$ cat src/rtl/sim_ctrl_pkg.sv
`default_nettype none
// ============================================================================
// Module      : sim_ctrl_pkg
// Description : Shared types and constants for the simulation run-sequencing
//               controller (state encoding, finish-cause encoding, step code).
// Revision    : 1.0 - initial release
// ============================================================================
package sim_ctrl_pkg;

    // Controller phases: DUT reset hold, host init handshake, stepping, ended.
    typedef enum logic [1:0] {
        HOLD = 2'd0,
        INIT = 2'd1,
        RUN  = 2'd2,
        DONE = 2'd3
    } state_e;

    // Why the run ended; the encoding is visible on finish_cause.
    typedef enum logic [1:0] {
        CAUSE_NONE   = 2'd0,
        CAUSE_AGENT  = 2'd1,
        CAUSE_MAXCYC = 2'd2
    } cause_e;

    // Step result meaning "keep running"; anything else terminates the run.
    localparam logic [7:0] STEP_CONTINUE = 8'd0;

endpackage : sim_ctrl_pkg
`default_nettype wire

$ cat src/rtl/sim_run_ctrl.sv
`default_nettype none
// ============================================================================
// Module      : sim_run_ctrl
// Description : Run sequencer for the simulation top. Holds the DUT in reset
//               for RESET_CYCLES clocks, performs a one-shot init handshake
//               with the host agent, then requests one step per cycle until
//               the agent terminates or the cycle limit is reached. Also
//               provides the DUT cycle count and the log-window enable.
// Ports       :
//   clock, reset                  - clock, async active-high reset
//   cfg_max_cycles                - cycle limit (0 = unlimited), latched on
//                                   leaving HOLD
//   cfg_log_begin / cfg_log_end   - log window [begin, end) in DUT cycles
//   dut_reset                     - reset to the DUT (high during HOLD)
//   init_req / init_ack           - host init handshake
//   step_req / step_ack/step_code - per-cycle step handshake and result
//   cycle_cnt                     - saturating DUT cycle count
//   log_en                        - cycle_cnt inside the log window
//   finish/finish_cause/exit_code - sticky end-of-run status
// Revision    : 1.0 - initial release
// ============================================================================
module sim_run_ctrl
    import sim_ctrl_pkg::*;
#(
    parameter int RESET_CYCLES = 50,
    parameter int CNT_W        = 64
) (
    input  logic             clock,
    input  logic             reset,
    input  logic [CNT_W-1:0] cfg_max_cycles,
    input  logic [CNT_W-1:0] cfg_log_begin,
    input  logic [CNT_W-1:0] cfg_log_end,
    output logic             dut_reset,
    output logic             init_req,
    input  logic             init_ack,
    output logic             step_req,
    input  logic             step_ack,
    input  logic [7:0]       step_code,
    output logic [CNT_W-1:0] cycle_cnt,
    output logic             log_en,
    output logic             finish,
    output logic [1:0]       finish_cause,
    output logic [7:0]       exit_code
);

    localparam int              RC_W    = (RESET_CYCLES > 1) ? $clog2(RESET_CYCLES) : 1;
    localparam logic [RC_W-1:0] RC_LAST = RC_W'(RESET_CYCLES - 1);
    localparam logic [CNT_W-1:0] CNT_SAT = '1;

    state_e            state, state_nxt;
    cause_e            cause_q, cause_nxt;
    logic [RC_W-1:0]   rst_cnt, rst_cnt_nxt;
    logic [CNT_W-1:0]  max_q, max_nxt;
    logic [CNT_W-1:0]  cnt_nxt, cnt_inc;
    logic [CNT_W:0]    cnt_plus1;
    logic [7:0]        exit_nxt;
    logic              log_nxt;
    logic              reach_max;

    // ------------------------------------------------------------------------
    // State and datapath registers
    // ------------------------------------------------------------------------
    always_ff @(posedge clock or posedge reset) begin
        if (reset) begin
            state     <= HOLD;
            cause_q   <= CAUSE_NONE;
            rst_cnt   <= '0;
            max_q     <= '0;
            cycle_cnt <= '0;
            exit_code <= 8'd0;
            log_en    <= 1'b0;
        end else begin
            state     <= state_nxt;
            cause_q   <= cause_nxt;
            rst_cnt   <= rst_cnt_nxt;
            max_q     <= max_nxt;
            cycle_cnt <= cnt_nxt;
            exit_code <= exit_nxt;
            log_en    <= log_nxt;
        end
    end

    // ------------------------------------------------------------------------
    // Next-state and datapath logic
    // ------------------------------------------------------------------------
    always_comb begin
        state_nxt   = state;
        cause_nxt   = cause_q;
        rst_cnt_nxt = rst_cnt;
        max_nxt     = max_q;
        cnt_nxt     = cycle_cnt;
        exit_nxt    = exit_code;

        // One extra bit so the limit compare stays correct at all-ones.
        cnt_plus1 = {1'b0, cycle_cnt} + {{CNT_W{1'b0}}, 1'b1};
        cnt_inc   = (cycle_cnt == CNT_SAT) ? cycle_cnt : cnt_plus1[CNT_W-1:0];
        reach_max = (max_q != '0) && (cnt_plus1 >= {1'b0, max_q});

        case (state)
            HOLD: begin
                rst_cnt_nxt = rst_cnt + RC_W'(1);
                if (rst_cnt == RC_LAST) begin
                    state_nxt   = INIT;
                    rst_cnt_nxt = '0;
                    max_nxt     = cfg_max_cycles;
                end
            end
            INIT: begin
                cnt_nxt = cnt_inc;
                if (init_ack) begin
                    state_nxt = RUN;
                end
            end
            RUN: begin
                // The terminating edge still counts the final cycle.
                cnt_nxt = cnt_inc;
                // Agent termination takes priority over the cycle limit.
                if (step_ack && (step_code != STEP_CONTINUE)) begin
                    state_nxt = DONE;
                    cause_nxt = CAUSE_AGENT;
                    exit_nxt  = step_code;
                end else if (reach_max) begin
                    state_nxt = DONE;
                    cause_nxt = CAUSE_MAXCYC;
                    exit_nxt  = 8'd0;
                end
            end
            default: begin
                // DONE: everything frozen until reset.
            end
        endcase

        log_nxt = (state_nxt != HOLD) &&
                  (cnt_nxt >= cfg_log_begin) && (cnt_nxt < cfg_log_end);
    end

    // Handshake and status outputs decode directly from the state register.
    assign dut_reset    = (state == HOLD);
    assign init_req     = (state == INIT);
    assign step_req     = (state == RUN);
    assign finish       = (state == DONE);
    assign finish_cause = cause_q;

endmodule : sim_run_ctrl
`default_nettype wire
$ cat config.mk
export PLATFORM = sky130hd
export DESIGN_NAME = sim_run_ctrl
export DESIGN_NICKNAME = d
export VERILOG_FILES = /design/src/rtl/sim_ctrl_pkg.sv /design/src/rtl/sim_run_ctrl.sv
export SDC_FILE = /design/constraint.sdc
export NUM_CORES = 1
export LEC_CHECK = 0
export BUFFER_PORTS_ARGS = -buffer_cell sky130_fd_sc_hd__buf_2
export CORE_MARGIN = 8
export CORE_UTILIZATION = 50
export DETAILED_ROUTE_END_ITERATION = 12
export PLACE_DENSITY = 0.84
export SLEW_MARGIN = 20
export SYNTH_ARGS = -nofsm -noshare
export SYNTH_HDL_FRONTEND = slang
export SYNTH_SLANG_ARGS = --single-unit
$ cat constraint.sdc
create_clock -name clock -period 5.1 [get_ports clock]
set_clock_uncertainty 0.1 [all_clocks]
set_input_delay 1.275 -clock clock [delete_from_list [all_inputs] [get_ports clock]]
set_output_delay 1.275 -clock clock [all_outputs]
set_load 0.02 [all_outputs]
; ---- After elaboration in Yosys (flattened, before gate mapping)
; Cells that the tools add are included.
[totals]
in_bits = 204
romBits = 0
ram_bits = 0
latch_bits = 0
elab_cells = 41
memories = 0
register_bits = 147
[op_classes]
order_cmp = 3
multipliers = 0
div_mod_pow = 0
n_mux = 12
bitwise = 0
reduce_logical = 12
add_sub_neg = 2
eq_ne = 5
shifts = 0
[op_table]
columns = op, n
row1 = 64-bit 2-to-1 mux, 2
row2 = 64-bit by 1-bit adder with 65-bit output (second input constant), 1
row3 = 65-bit by 64-bit >= comparator with 1-bit output, 1
row4 = 64-bit equality test (second input constant), 1
row5 = 64-bit >= comparator, 1
row6 = 64-bit < comparator, 1
row7 = 64-bit nonzero test, 1
row8 = 8-bit 2-to-1 mux, 2
row9 = 2-bit 2-to-1 mux, 6
row10 = 8-bit nonzero test, 1
row11 = 6-bit by 1-bit adder with 6-bit output (second input constant), 1
row12 = 6-bit equality test (second input constant), 1
row13 = 6-bit 2-to-1 mux, 1
row14 = 2-bit case mux with 3 select lines, 1
row15 = 2-bit equality test (second input constant), 2
row16 = 1-bit logical AND, 4
row17 = 2-bit AND reduction, 2
row18 = 2-bit nonzero test, 2
row19 = 2-bit by 1-bit equality test with 1-bit output (second input constant), 1
row20 = 2-bit zero test, 1
row21 = 2-bit OR reduction, 1

; ---- Depth between registers and ports, before layout
; Gate-level depths: netlist of the first run.
[depth]
depth_word = 9
ltp_mapped = 18
ltp_nobuf = 16

; ---- Worst setup path before layout of the first run
; Ideal clock, no wire load.
[synth_timing]
kind = reg-to-reg
start = register cycle_cnt[9]
end = register log_en
path_stages_with_launch = 16
t_arrival_ns = 4.525
slack_ns = 0.379
t_required_ns = 4.904
path_cell_list = dfrtp_1 > buf_2 > nand4_2 > or4_4 > or4_4 > nor3_4 > and3_4 > nand2_2 > xnor2_2 > ha_1 > nand4_1 > or4_1 > or4_1 > o41ai_1 > nor3_1 > nor4_2
[synth_between]
elab_cells_between_ends = 14
classes_between = add/sub: 1 / order compare: 3 / eq/ne: 1 / mux: 5 / reduce/logical: 4
[synth_rtl]
columns = element, line
row1 = from (decl), sim_run_ctrl.sv:39  ; output logic [CNT_W-1:0] cycle_cnt,
row2 = from (signal assigned), sim_run_ctrl.sv:77  ; cycle_cnt <= cnt_nxt;
row3 = 64-bit by 1-bit adder with 65-bit output / 64-bit equality test (equally long branches), "sim_run_ctrl.sv:95, sim_run_ctrl.sv:96"
row4 = 64-bit 2-to-1 mux *, sim_run_ctrl.sv:96  ; cnt_inc = (cycle_cnt == CNT_SAT) ? cycle_cnt : cnt_plus1[CNT_W-1:0];
row5 = 64-bit 2-to-1 mux *, sim_run_ctrl.sv:99  ; case (state)
row6 = via cnt_nxt[48], sim_run_ctrl.sv:54  ; logic [CNT_W-1:0] cnt_nxt, cnt_inc;
row7 = 64-bit >= comparator, sim_run_ctrl.sv:134  ; (cnt_nxt >= cfg_log_begin) && (cnt_nxt < cfg_log_end);
row8 = 1-bit logical AND, sim_run_ctrl.sv:133  ; log_nxt = (state_nxt != HOLD) &&
row9 = 1-bit logical AND *, sim_run_ctrl.sv:134
row10 = via log_nxt, sim_run_ctrl.sv:57  ; logic log_nxt;
row11 = to (signal assigned), sim_run_ctrl.sv:79  ; log_en <= log_nxt;
row12 = to (decl), sim_run_ctrl.sv:40  ; output logic log_en,
; The timed path passes the listed nets; every way through them passes the cells marked *.
; A chain may end at the register's enable or synchronous reset.

; ---- Worst setup path after layout of the first run
[layout_timing]
start = register cycle_cnt[1]
end = register log_en
; The elaborated chain is that of the path after synthesis.

==> results of run 1 <==
registers in the layout, summed over array words and instances (netlist names):
signal,cells
state,2
exit_code,8
log_en,1
max_q,64
rst_cnt,6
finish_cause,2
cycle_cnt,64
synth_stat cells (7+ instances only):
master / instances / area [sq um]
a21o_1: 13 / 97.6
a21oi_1: 44 / 220
clkbuf_1: 24 / 90.1
o21ai_0: 96 / 480
nor2_1: 91 / 342
nand2b_1: 7 / 43.8
xor2_1: 54 / 473
a211oi_1: 12 / 90.1
dfrtp_1: 147 / 3680
nor4_1: 32 / 200
xnor2_1: 71 / 622
nand3_1: 57 / 285
inv_1: 206 / 773
nand2_1: 156 / 586
ha_1: 198 / 2480
and4_1: 7 / 61.3
nand4_1: 49 / 307
nor3_1: 30 / 150
mux2i_1: 9 / 90.1
o21a_1: 8 / 60.1
and3_1: 18 / 113
cells by family (layout without fill, tap and decap cells):
| family | count (synthesis) | in the layout |
|---|---|---|
| compound gates | 227 | 227 |
| xor+xnor | 127 | 127 |
| fa+ha+maj | 198 | 198 |
| buf+inv | 241 | 573 |
| flops | 147 | 147 |
| mux | 10 | 10 |
| simple gates | 479 | 479 |
cell usage in the layout, fill, tap and decap left out, types with 5 or more instances in the layout:
cell type	instances
buf_2	282
inv_1	205
ha_1	198
nand2_1	156
dfrtp_1	147
o21ai_0	96
nor2_1	91
xnor2_1	71
nand3_1	57
buf_4	52
xor2_1	51
nand4_1	49
a21oi_1	44
nor4_1	32
nor3_1	30
and3_1	18
clkbuf_16	17
a21o_1	13
a211oi_1	12
mux2i_1	9
o21a_1	8
nand2b_1	7
and4_1	7
a21boi_0	6
o211ai_1	6
or2_2	5
or4_1	5
inv_6	5
area by class of cell:
type	instances	area, sq um
Fill cell	2052	9230
Multi-Input combinational cell	1041	7540
Sequential cell	147	3680
Timing Repair Buffer	335	1820
Inverter	206	777
Clock buffer	18	439
Tap cell	324	405
Clock inverter	14	143
final timing paths:
check / start / to / slack [ps] / depth (start not counted)
hold reg to reg: exit_code[2]$_DFFE_PP0P_ / exit_code[2]$_DFFE_PP0P_ / 420 / 2
setup reg to reg: cycle_cnt[1]$_DFF_PP0_ / log_en$_DFF_PP0_ / 210 / 15
max in group asynchronous: reset / cycle_cnt[43]$_DFF_PP0_ / 3320 / 3
hold / removal: exit_code[2]$_DFFE_PP0P_ / exit_code[2]$_DFFE_PP0P_ / 420 / 2
min in group asynchronous: reset / max_q[8]$_DFFE_PP0P_ / 970 / 3
setup / recovery: cycle_cnt[1]$_DFF_PP0_ / log_en$_DFF_PP0_ / 210 / 15
worst reg2reg max path, cell delays in order, from the launching register on:
cell,delay (ps)
dfrtp_1,350
ha_1,220
nand3_1,220
or2_2,400
or4_4,550
nor3_4,320
and3_4,250
nand2_2,60
xnor2_2,190
ha_1,310
nand4_1,100
or4_1,510
or4_1,430
o41ai_1,390
nor3_1,120
nor4_2,270
where the power goes:
part	total [W]	switching, W	internal, W	leakage, nW
Combinational	0.000199	0.000107	0.0000921	6.54
Clock	0.00125	0.000553	0.000698	0.276
Sequential	0.00117	0	0.00117	1.71
Total	0.00262	0.000660	0.00196	8.52
through the flow:
step           TNS [ps]  instances
2_1_floorplan         0       1429
3_3_place_gp          0       2053
3_5_place_dp          0       2053
4_1_cts               0       2085
5_1_grt           -7.19       2085
6_report              0       2085
metal layers:
layer,track usage,wire [microns],share of wire,up-vias
met5,0,0,0,-
met4,0.123,1630,0.040,0
met3,0.0656,3600,0.089,96
met2,0.442,18700,0.46,591
met1,0.335,16500,0.41,5414
li1,-,-,-,5587
repair_timing:
action,CTS,global route
endpoints found under the hold margin,0,0
buffers inserted,0,0
resized for setup,0,5
hold buffers,0,0
setup endpoints to repair,0,1
==> impl_results.md, run 1 <==
- Post-synth EDFFs: 0
- Synthesized area: 12100 sq um
- Worst Setup Start Kind: register
- CP Max Fanout: 4
- Die width: between 150 and 200 microns
- Final #Nets: 2150
- Clk buf depth: 2
- Mux cell area share after synthesis: 0.00837
- Dpl hpwl: 33600 microns
- Pre-antenna DRT Iters: 5
- Worst path top cell family by delay: simple AND/OR/NAND/NOR gates
- Root Driver: clkbuf_16
- Sequential-to-total area share from yosys stat: 0.304
- Synth Flop Type: dfrtp_1
- Largest net degree at the start of global routing: 148
- FMAX: 204 MHz
- Arrival @ worst endpoint: about 5100 ps
- Worst min path class: reg2reg
- Setup slack after layout: 207 ps
- Cell Pwr Density: 177 nW/um^2
- Number of global-route vias before repair: 11897
- Largest family of logic cells by synthesized area: adder cells
- Port Buffers: between 200 and 300
- Die H: roughly 170 microns
- Total Power: 0.00262 W
- Post-synthesis compound-gate area fraction: 0.116
- Area Overhead vs Synth: 22.3%
- Number of DRC markers in iteration 0: 1025
- Status: finished, final reports clean
- DRT Wirelength: 40500 microns
- Adder-Cell Fraction of Synth Area: 0.205
- Post-route DRC: 0
- H-tree depth: 4
- First-pass GRT wire length: about 62000 microns
- Least-Margin Pin Slew: roughly 1100 ps
- Post-synthesis area per instance: between 8 and 9 sq um
- Tcrit/Tclk final: 0.959
- Worst Setup End Kind: register
- Slowest cell on the critical path: or4_4
- DR WL/cell: ~19 microns
- Final hold slack: ~420 ps
- Num rows: 57
- Share of cells above drive strength 1: 0.225
- N_diodes: 0
- Final Instance Area: around 15000 sq um
- GP Congestion: between 1 and 1.5
- Buf/Inv on CP: 0
- Remaining Overflow, GRT: 0
- Min Tclk post-route: 4890 ps
- Final ANT Viol Nets: 0
- Placeable Area: roughly 24000 sq um
- Max_cap viols: 0
- Worst-path clk slew: 70 ps
- #FFs+latches synth: around 150
- Die Footprint: 29500 sq um
- Initial Util: 0.504
- Worst Path Required: 5340 ps
- I/O pin total: approximately 280
- Unique masters post-synth: 64
- Worst skew pair latency: 440 ps
- Avg Vias per Cell: 5.61
- Worst IR drop on VDD: 0.208 mV
- Synthesized instance count: 1429
- Initial antenna violation count: 0
- Slew HR: 0.284
- Synth warn: 0
- GRT Total Usage: 0.271
- Syn Nets: 1831
- XOR/XNOR Fraction of Synth Area: 0.0931
- Critical path, cell by cell: ha_1 > nand3_1 > or2_2 > or4_4 > nor3_4 > and3_4 > nand2_2 > xnor2_2 > ha_1 > nand4_1 > or4_1 > or4_1 > o41ai_1 > nor3_1 > nor4_2
- Crit-path max cell delay: between 500 and 600 ps
- Simple-Gate Fraction of Synth Area: 0.198
- Dpl ws: 266 ps
- Slew Viols, Final: 0
- Total clock sinks: about 150
- CTS buffer count: 17
- Vias: 11688
- Fin util: 0.616
- Clock tree from TritonCTS: done
- CP Class: reg2reg
- Fraction of registers with async set or reset after synthesis: 1.00
- Lkg Pwr: 8.52 nW
- Setup violators final: 0
- Placed Area: roughly 14000 sq um
- Final Hold Vio Count: 0
Power figures use the tool's default switching activity.
==> run 2: changes to the inputs <==
- CORE_MARGIN: 8 -> 2
- clock period: 5.1 -> 3.9 ns (I/O delays scaled with it)
==> run 2 against run 1 <==
The run now ends with negative setup slack left. Total power grew 43%. First-iteration DRC count up 35%. Sequential share of layout area shrank 2.9 points. Combinational power rose by 40%. Flip-flop and latch count unchanged. Via count grew 11%. Cell area rose by 13%. Register-to-register slack got worse by 1000 ps. Die area fell by 13%. Non-clock buffer count rose by 200. Utilization up 9.5 points. Critical path type unchanged. Critical endpoint unchanged. Largest power group unchanged. Highest routed layer unchanged.
==> impl_results.md, run 2 (synthesized netlist as in run 1, its figures left out) <==
- Status: finished with violations
- Failing checks: negative setup slack
- Number of DRC markers in iteration 0: 1388
- Vias: 12973
- Slowest cell on the critical path: dfrtp_1
- Multi-input logic area: 7880 sq um
- GRT Total Usage: 0.335
- RSZ-0062 raised after global routing: true
- Worst Setup Start Kind: register
- Min Tclk post-route: 4710 ps
- Least-Margin Pin Slew: 821 ps
- Cts hold-fix bufs: 0
- Final ANT Viol Nets: 0
- Critical R2R Launch: cycle_cnt[27]$_DFF_PP0_
- CP Max Fanout: 7
- Post-route DRC: 0
- N_diodes: 0
- Cell Pwr Density: 223 nW/um^2
- Worst IR drop on VDD: 0.294 mV
- Die Footprint: around 25000 sq um
- Die H: between 150 and 200 microns
- Setup slack after layout: -807 ps
- Crit path capture: log_en$_DFF_PP0_
- Final Hold Vio Count: 0
- Number of global-route vias before repair: 13345
- Worst min path class: reg2reg
- Port Buffers: 282
- Arrival @ worst endpoint: 4930 ps
- Worst skew pair latency: 450 ps
- CP Class: reg2reg
- Cell mode on critical path: buf_4
- H-tree depth: 4
- Max_cap viols: 0
- Remaining Overflow, GRT: 0
- Dpl ws: -856 ps
- Filler cells: about 1700
- CTS buffer count: 17
- Num rows: 56
- DRT Wirelength: 43800 microns
- Critical path, cell by cell: nand4_1 > nor4_2 > buf_4 > nand4_1 > buf_4 > o21a_2 > buf_4 > buf_4 > nand2_2 > nor2_1 > xor2_1 > buf_4 > ha_1 > a21oi_1 > nand2_1 > a221o_1 > a221oi_2 > a31oi_1 > nor3_2 > nor4_2
- Root Driver: clkbuf_16
- Setup crit start: cycle_cnt[27]$_DFF_PP0_
- Area Overhead vs Synth: 38.7%
- Most frequent cells in the layout: 282 x buf_2, 244 x buf_4, 205 x inv_1
- Levels on crit path: 20
- DR WL/cell: about 19 microns
- Worst-path clk slew: 60 ps
- Reg2reg end: log_en$_DFF_PP0_
- Total clock sinks: roughly 150
- Dpl hpwl: 33100 microns
- I/O pin total: 283
- Clk buf depth: 2
- Crit-path max cell delay: 430 ps
- TNS Setup: -7400 ps
- R2R cell count: 20
- FF+latch area: 3690 sq um
- Clock tree from TritonCTS: done
- Slew Viols, Final: 0
- Worst path top cell family by delay: compound AO/OA/AOI/OAI gates
- Avg Vias per Cell: 5.69
- Die width: 160 microns
- Slew HR: 0.453
- Pre-antenna DRT Iters: 6
- Fin util: 0.711
- FMAX: 212 MHz
- Share of cells above drive strength 1: 0.331
- Setup violators final: 12
- First-pass GRT wire length: 67800 microns
- Largest registers: cycle_cnt x64, max_q x64, exit_code x8
- Worst Path Required: about 4100 ps
- Placeable Area: between 20000 and 25000 sq um
- Tcrit/Tclk final: 1.21
- Worst Setup End Kind: register
- Buf/Inv on CP: 5
- Reg-to-reg slack, setup: -810 ps
- Initial Util: 0.513
- Most common cell after layout, fill and taps aside: buf_2
- Final #Nets: 2351
- Lkg Pwr: 9.77 nW
- Largest net degree at the start of global routing: 148
- GP Congestion: 0.962
- Initial antenna violation count: 1
[run 2: per-stage QoR]
| step | hold WS, ps | power [W] | cells | area, sq um |
|---|---|---|---|---|
| floorplan | 402 | 0.00166 | 1429 | 12200 |
| global placement | 388 | 0.00182 | 2232 | 15700 |
| detailed placement | 406 | 0.00183 | 2232 | 15700 |
| CTS | 429 | 0.00374 | 2271 | 16600 |
| global route | 454 | 0.00384 | 2281 | 16800 |
| finish | 430 | 0.00375 | 2281 | 16800 |
[run 2: worst min-delay path by stage]
stage | startpoint | slack [ps] | cells after the start | endpoint
3_5_place_dp | finish_cause[0]$_DFFE_PP0P_ | 410 | 2 | finish_cause[0]$_DFFE_PP0P_
3_3_place_gp | finish_cause[0]$_DFFE_PP0P_ | 390 | 2 | finish_cause[0]$_DFFE_PP0P_
4_1_cts | exit_code[4]$_DFFE_PP0P_ | 430 | 2 | exit_code[4]$_DFFE_PP0P_
5_1_grt | exit_code[7]$_DFFE_PP0P_ | 450 | 2 | exit_code[7]$_DFFE_PP0P_
6_report | exit_code[4]$_DFFE_PP0P_ | 430 | 2 | exit_code[4]$_DFFE_PP0P_
2_1_floorplan | rst_cnt[0]$_DFFE_PP0P_ | 400 | 1 | rst_cnt[0]$_DFFE_PP0P_
[run 2: area by class of cell]
class / count / share of cell area
clock inverters: 13 / 0.0137
clock buffers: 19 / 0.0270
well taps: 319 / 0.0238
repair buffers: 535 / 0.201
multi-input cells: 1042 / 0.469
inverters: 206 / 0.0463
flip-flops and latches: 147 / 0.220
[run 2: layer usage]
metal  routed length (microns)  global-route usage  share of wire  vias up
met1                     16900               0.404           0.39     6071
met2                     20200               0.554           0.46      731
met5                         0                   0              0        -
met4                      2650               0.186          0.061        0
li1                          -                   -              -     5987
met3                      4050              0.0784          0.093      184
[run 2: worst min-delay path: stages, from the launching register on]
cell	delay, ps
dfrtp_1	340
mux2i_1	80
nor2_2	80
[run 2: report_power, final]
| group | switching (W) | leakage (nW) | internal [W] | total, W |
|---|---|---|---|---|
| combinational | 0.000151 | 7.75 | 0.000128 | 0.000279 |
| sequential | 0 | 1.69 | 0.00152 | 0.00152 |
| clock | 0.000715 | 0.325 | 0.00123 | 0.00195 |
| total | 0.000866 | 9.77 | 0.00289 | 0.00375 |
[run 2: repair_timing]
action,CTS,global route
endpoints found under the setup margin,12,12
pin swaps,22,14
setup buffers,7,10
gates cloned,0,1
gates resized for setup,26,35
